$ cat src/rtl/rf_multiport_if.sv
// Register-file access bus: decode-stage read ports, writeback-stage write ports, and ready.
// The control/datapath side uses master; the register file uses slave.
interface rf_multiport_if #(
    parameter int DATA_W = 32,
    parameter int ADDR_W = 5
);
    logic [ADDR_W-1:0] ra1;
    logic [ADDR_W-1:0] ra2;
    logic [DATA_W-1:0] rd1;
    logic [DATA_W-1:0] rd2;
    logic              we0;
    logic [ADDR_W-1:0] wa0;
    logic [DATA_W-1:0] wd0;
    logic              we1;
    logic [ADDR_W-1:0] wa1;
    logic [DATA_W-1:0] wd1;
    logic              ready;

    modport master (
        output ra1, ra2, we0, wa0, wd0, we1, wa1, wd1,
        input  rd1, rd2, ready
    );

    modport slave (
        input  ra1, ra2, we0, wa0, wd0, we1, wa1, wd1,
        output rd1, rd2, ready
    );
endinterface

$ cat src/rtl/rf_multiport.sv
// 2-read / 2-write register file with write-port priority, optional write-to-read bypass,
// optional hardwired zero register, and a one-entry-per-cycle clear sweep after reset.
module rf_multiport #(
    parameter int DATA_W   = 32,
    parameter int ADDR_W   = 5,
    parameter int ZERO_REG = 1,
    parameter int BYPASS   = 1
) (
    input  logic           clk,
    input  logic           rst,
    rf_multiport_if.slave  bus
);
    localparam int DEPTH = 2 ** ADDR_W;
    localparam logic [ADDR_W-1:0] LAST_IDX = '1;

    localparam logic [0:0] S_CLEAR = 1'b0;
    localparam logic [0:0] S_READY = 1'b1;

    logic [0:0]        r_state;
    logic [ADDR_W-1:0] r_clr_idx;
    logic              r_ready;
    logic [DATA_W-1:0] r_rf [DEPTH];

    logic              w_in_ready;
    logic              w_wr0;
    logic              w_wr1;
    logic [DATA_W-1:0] w_rf1;
    logic [DATA_W-1:0] w_rf2;

    assign w_in_ready = (r_state == S_READY);

    // Port 0 is suppressed on an address clash so the array never sees two writes to one entry.
    assign w_wr1 = w_in_ready && bus.we1 && !((ZERO_REG != 0) && (bus.wa1 == '0));
    assign w_wr0 = w_in_ready && bus.we0 && !((ZERO_REG != 0) && (bus.wa0 == '0))
                   && !(bus.we1 && (bus.wa1 == bus.wa0));

    always_ff @(posedge clk) begin
        if (rst) begin
            r_state   <= S_CLEAR;
            r_clr_idx <= '0;
            r_ready   <= 1'b0;
        end else if (r_state == S_CLEAR) begin
            r_clr_idx <= r_clr_idx + 1'b1;
            if (r_clr_idx == LAST_IDX) begin
                r_state <= S_READY;
                r_ready <= 1'b1;
            end
        end
    end

    always_ff @(posedge clk) begin
        if (!rst) begin
            if (r_state == S_CLEAR) begin
                r_rf[r_clr_idx] <= '0;
            end else begin
                if (w_wr0) r_rf[bus.wa0] <= bus.wd0;
                if (w_wr1) r_rf[bus.wa1] <= bus.wd1;
            end
        end
    end

    assign w_rf1 = r_rf[bus.ra1];
    assign w_rf2 = r_rf[bus.ra2];

    function automatic logic [DATA_W-1:0] f_read(
        input logic [ADDR_W-1:0] addr,
        input logic [DATA_W-1:0] stored
    );
        logic [DATA_W-1:0] v;
        if (!w_in_ready)
            v = '0;
        else if ((ZERO_REG != 0) && (addr == '0))
            v = '0;
        else if ((BYPASS != 0) && bus.we1 && (bus.wa1 == addr))
            v = bus.wd1;
        else if ((BYPASS != 0) && bus.we0 && (bus.wa0 == addr))
            v = bus.wd0;
        else
            v = stored;
        return v;
    endfunction

    always_comb begin
        bus.rd1 = f_read(bus.ra1, w_rf1);
        bus.rd2 = f_read(bus.ra2, w_rf2);
    end

    assign bus.ready = r_ready;
endmodule
$ cat src/flat_wrapper.sv
// flat-port wrapper written by rule: the top's interface ports become plain ports
module rf_multiport_flat 
#(
    parameter int DATA_W   = 32,
    parameter int ADDR_W   = 5,
    parameter int ZERO_REG = 1,
    parameter int BYPASS   = 1
)
  (clk, rst, bus_ra1, bus_ra2, bus_we0, bus_wa0, bus_wd0, bus_we1, bus_wa1, bus_wd1, bus_rd1, bus_rd2, bus_ready);
  rf_multiport_if #(.DATA_W(DATA_W), .ADDR_W(ADDR_W)) bus_i ();
  input  logic clk;
  input  logic rst;
  input wire logic [$bits(bus_i.ra1)-1:0] bus_ra1;
  input wire logic [$bits(bus_i.ra2)-1:0] bus_ra2;
  input wire logic [$bits(bus_i.we0)-1:0] bus_we0;
  input wire logic [$bits(bus_i.wa0)-1:0] bus_wa0;
  input wire logic [$bits(bus_i.wd0)-1:0] bus_wd0;
  input wire logic [$bits(bus_i.we1)-1:0] bus_we1;
  input wire logic [$bits(bus_i.wa1)-1:0] bus_wa1;
  input wire logic [$bits(bus_i.wd1)-1:0] bus_wd1;
  output wire logic [$bits(bus_i.rd1)-1:0] bus_rd1;
  output wire logic [$bits(bus_i.rd2)-1:0] bus_rd2;
  output wire logic [$bits(bus_i.ready)-1:0] bus_ready;
  assign bus_i.ra1 = bus_ra1;
  assign bus_i.ra2 = bus_ra2;
  assign bus_i.we0 = bus_we0;
  assign bus_i.wa0 = bus_wa0;
  assign bus_i.wd0 = bus_wd0;
  assign bus_i.we1 = bus_we1;
  assign bus_i.wa1 = bus_wa1;
  assign bus_i.wd1 = bus_wd1;
  assign bus_rd1 = bus_i.rd1;
  assign bus_rd2 = bus_i.rd2;
  assign bus_ready = bus_i.ready;
  rf_multiport #(.DATA_W(DATA_W), .ADDR_W(ADDR_W), .ZERO_REG(ZERO_REG), .BYPASS(BYPASS)) u_core (.clk(clk), .rst(rst), .bus(bus_i));
endmodule
$ cat config.mk
export PLATFORM = sky130hd
export DESIGN_NAME = rf_multiport_flat
export DESIGN_NICKNAME = d
export VERILOG_FILES = /design/src/rtl/rf_multiport_if.sv /design/src/rtl/rf_multiport.sv /design/src/flat_wrapper.sv
export SDC_FILE = /design/constraint.sdc
export NUM_CORES = 2
export LEC_CHECK = 0
export CAP_MARGIN = 20
export CORE_ASPECT_RATIO = 1.75
export CORE_MARGIN = 2
export CORE_UTILIZATION = 35
export CTS_CLUSTER_DIAMETER = 200
export DETAILED_ROUTE_END_ITERATION = 12
export GPL_TIMING_DRIVEN = 0
export SYNTH_ARGS = -nofsm -noshare
export SYNTH_HDL_FRONTEND = slang
export SYNTH_SLANG_ARGS = --single-unit
$ cat constraint.sdc
create_clock -name clk -period 5.8 [get_ports clk]
set_clock_uncertainty 0.15 [all_clocks]
set_input_delay 1.16 -clock clk [delete_from_list [all_inputs] [get_ports clk]]
set_output_delay 1.16 -clock clk [all_outputs]
set_load 0.03 [all_outputs]
==> key figures <==
Critical path
  – Setup crit start: bus_ra1[4]
  – Worst path slowest cell: buf_1
  – Crit path cell chain: clkbuf_2 > buf_1 > clkbuf_1 > o21ai_0 > o22ai_1 > o221ai_1 > o22ai_1 > clkdlybuf4s50_1
  – Setup crit start kind: input pin
  – CP Data Required Time: ~4.5 ns
  – Critical path class: input pin to output pin
  – Crit path capture type: output pin
  – Crit path buf inv count: 4
  – Most frequent CP cell: o22ai_1
  – Critical path's largest stage delay: 0.83 ns
  – Crit path max-delay family: buffers and inverters
  – CP Max Fanout: 10
  – Worst r2r src: u_core.r_state$_SDFF_PP0_
  – Crit path DAT: about 4.7 ns

Logic synthesis
  – Seq/Total Area, Yosys: about half
  – Leading area contributor after synthesis: edfxtp_1
  – Cell with the most instances after synthesis: nand2_1
  – Commonest cells post-synth: nand2_1, o21ai_0, edfxtp_1
  – Synth Instances: 5096
  – Post-synth cell types: 52
  – Ys async rst share: 0%
  – Synth Net Count: about 5200
  – Post-synth top area share: about half
  – Syn_area_per_cell: 11.73 um2
  – Most common flop cell mapped by yosys: edfxtp_1
  – Ranking of synthesized cells by area: edfxtp_1, mux4_2, o21ai_0
  – Warnings, synthesis: 0
  – Post-synth EDFFs: between 1000 and 1500
  – Mapped Area: 59760 um2
  – Yosys reg bits: 1031

Cells and area
  – Area occupied by multi-input gates: 26680 um2
  – Register area: 30890 um2
  – Final Util: 40.65%
  – Final #Nets: 5474
  – Share of cells above drive strength 1: 19.22%
  – Area grow syn2layout: 15.39%
  – Layout filler cell count: 16070
  – Post-layout instance area: 68960 um2

Routing
  – First-pass DRT Iterations: 7
  – WL/cell: between 30 and 40 um
  – Vias: 51570
  – DRT antenna net count: 0
  – Mean number of vias per cell: approximately 6.7
  – Drt first-iter violations: 7672
  – WL final: 288500 um
  – DRC Markers: 0

Pwr
  – P per Cell Area: between 200 and 250 nW/um2
  – Clock network power share: 41.5%
  – P_sw: 4.189 mW
  – Sw Ratio: 25.21%
  – Leak pwr: 20.51 nW
  – Sequential power share: a little under 50%
  – Internal Power: 12.42 mW
  – Combinational power share: 9.5%
  – Worst IR drop on VDD: 190.7 uV

Floorplan
  – Core area: 169700 um2
  – Rows: 200
  – Die ar.: 174200 um2
  – Chip height: 550.6 um
  – Starting Density: approximately a third
  – I/O pin count: 153
  – Die X: 316.4 um

Run
  – Max-cap viol count: 0

GRT
  – Initial antenna violation count: 26
  – Vias in the first global route: between 50000 and 60000
  – First-pass GRT wire length: around 390000 um
  – GRT Util Overall: 32.63%
  – Largest net degree at the start of global routing: 23
  – Global route total overflow: 0

Clocking
  – Clock Tree Buf Depth: 3
  – CTS Root Cell: clkbuf_16
  – Worst skew pair latency: approximately 0.73 ns
  – Clock-pin slew on the worst setup and hold paths: 0.08 ns
  – Clock sinks: 1031
  – CTS tree: built
  – CTS HTree Levels: 3
  – Number of CTS-inserted buffers: 91

Placed design
  – Hpwl dp: 222600 um
  – GP Congestion: 1.068
  – Port bufs: 140
  – Place WS: -1.142 ns
  – Dpl cell area: 65100 um2

Timing
  – Setup ws final: -0.2081 ns
  – Max Fclk: 166.4 MHz
  – Setup TNS Final: -1.709 ns
  – Slew headroom: about 16%
  – Slew @ Worst Pin: approximately 1.3 ns
  – Fin crit share: 103.6%
  – Max Slew Vio Count: 0
  – Hold slack: around 0.48 ns
  – Final Hold Fails: 0
  – RSZ-0062 raised after global routing: true
  – Minimum clock period: 6.008 ns
  – Setup violators final: 26

Status
  – Failing checks: negative setup slack
  – Status: finished, violations left

Min path
  – Hold_sp: u_core.r_clr_idx[4]$_SDFFE_PP0N_
  – Worst hold-check path type: register to register
## state kept, by name, summed over array words and instances (netlist names)
name / cells
u_core.r_rf: 1024
u_core.r_clr_idx: 5
u_core.r_state: 1
u_core.bus.ready: 1
## kinds of logic after synthesis
| logic type | synth area share, % |
|---|---|
| AO/OA/AOI/OAI | 12.98 |
| AND/OR/NAND/NOR | 8.320 |
| flip-flops | 51.69 |
| buffers and inverters | 4.880 |
| multiplexers | 21.68 |
| XOR/XNOR | 0.4104 |
| adder cells (fa/ha/maj) | 0.04186 |
## power by group through the flow
stage	Sequential [mW]	Combinational [mW]	Clock [mW]
2_1_floorplan	8.30	0.811	0
3_3_place_gp	8.31	1.43	0
3_5_place_dp	8.31	1.47	0
4_1_cts	8.14	1.49	6.79
5_1_grt	8.15	1.57	7.03
6_report	8.14	1.58	6.89
## metal layers
metal	routed length (um)	GRT usage, %	up-vias	share of wire (%)
met2	137100	53.93	4719	48
met4	35590	32.20	30	12
met1	83540	32.72	25010	29
met3	32150	8.580	1864	11
li1	-	-	19950	-
met5	194	0	-	0.067
## final cells by class
type / count / area share [%]
antenna: 17 / 0.06169
multi-input combinational: 3348 / 38.69
timing repair buffer: 195 / 3.326
clock inverter: 60 / 1.100
clock buffer: 106 / 3.507
tap: 2222 / 4.032
sequential: 1031 / 44.79
buffer: 644 / 4.091
inverter: 73 / 0.3974
## worst min-delay path, stage by stage (launching register included)
cell,delay (ns)
dfxtp_1,0.34
ha_1,0.13
mux2i_1,0.05
nor2_1,0.07
## final timing paths
check | endpoint | slack, ns | depth (start not counted)
worst max-delay path | bus_rd1[29] | -0.21 | 8
worst min-delay path | u_core.r_clr_idx[4]$_SDFFE_PP0N_ | 0.48 | 3
worst max register to register | u_core.r_rf[31][10]$_DFFE_PP_ | 1.14 | 6
worst min register to register | u_core.r_clr_idx[4]$_SDFFE_PP0N_ | 0.48 | 3
## layout by cell type (no fill, tap or decap), drive strengths merged, types with 6 or more instances in the layout
cell type | netlist | final
nor2 | 49 | 49
nor3b | 6 | 6
o22ai | 130 | 130
clkbuf | 489 | 604
o32ai | 33 | 33
mux2 | 98 | 98
inv | 73 | 76
nand2 | 1092 | 1092
and3 | 36 | 36
mux2i | 104 | 104
a22oi | 64 | 64
nor3 | 24 | 24
dlymetal6s2s | 0 | 13
nor4 | 13 | 13
o21bai | 28 | 28
o21ai | 1057 | 1057
diode | 0 | 17
dfxtp | 7 | 7
mux4 | 480 | 480
edfxtp | 1024 | 1024
xor2 | 21 | 21
a221oi | 32 | 32
clkdlybuf4s50 | 0 | 87
o221ai | 31 | 31
buf | 155 | 201
bufinv | 0 | 18
xnor2 | 7 | 7
dlygate4sd2 | 0 | 39
clkinv | 0 | 34
## stage by stage
stage	total power, mW	std cells
after floorplan	9.113	5096
after global placement	9.738	7458
after detailed placement	9.775	7498
after CTS	16.42	7666
after global routing	16.74	7683
final	16.61	7696
## what timing repair did
action,in CTS,in global routing
setup buffers,2,6
pin swaps,1,1
endpoints found under the setup margin,64,33
gates resized for setup,171,50
hold buffers,0,0
(Power assumes the default switching activity.)
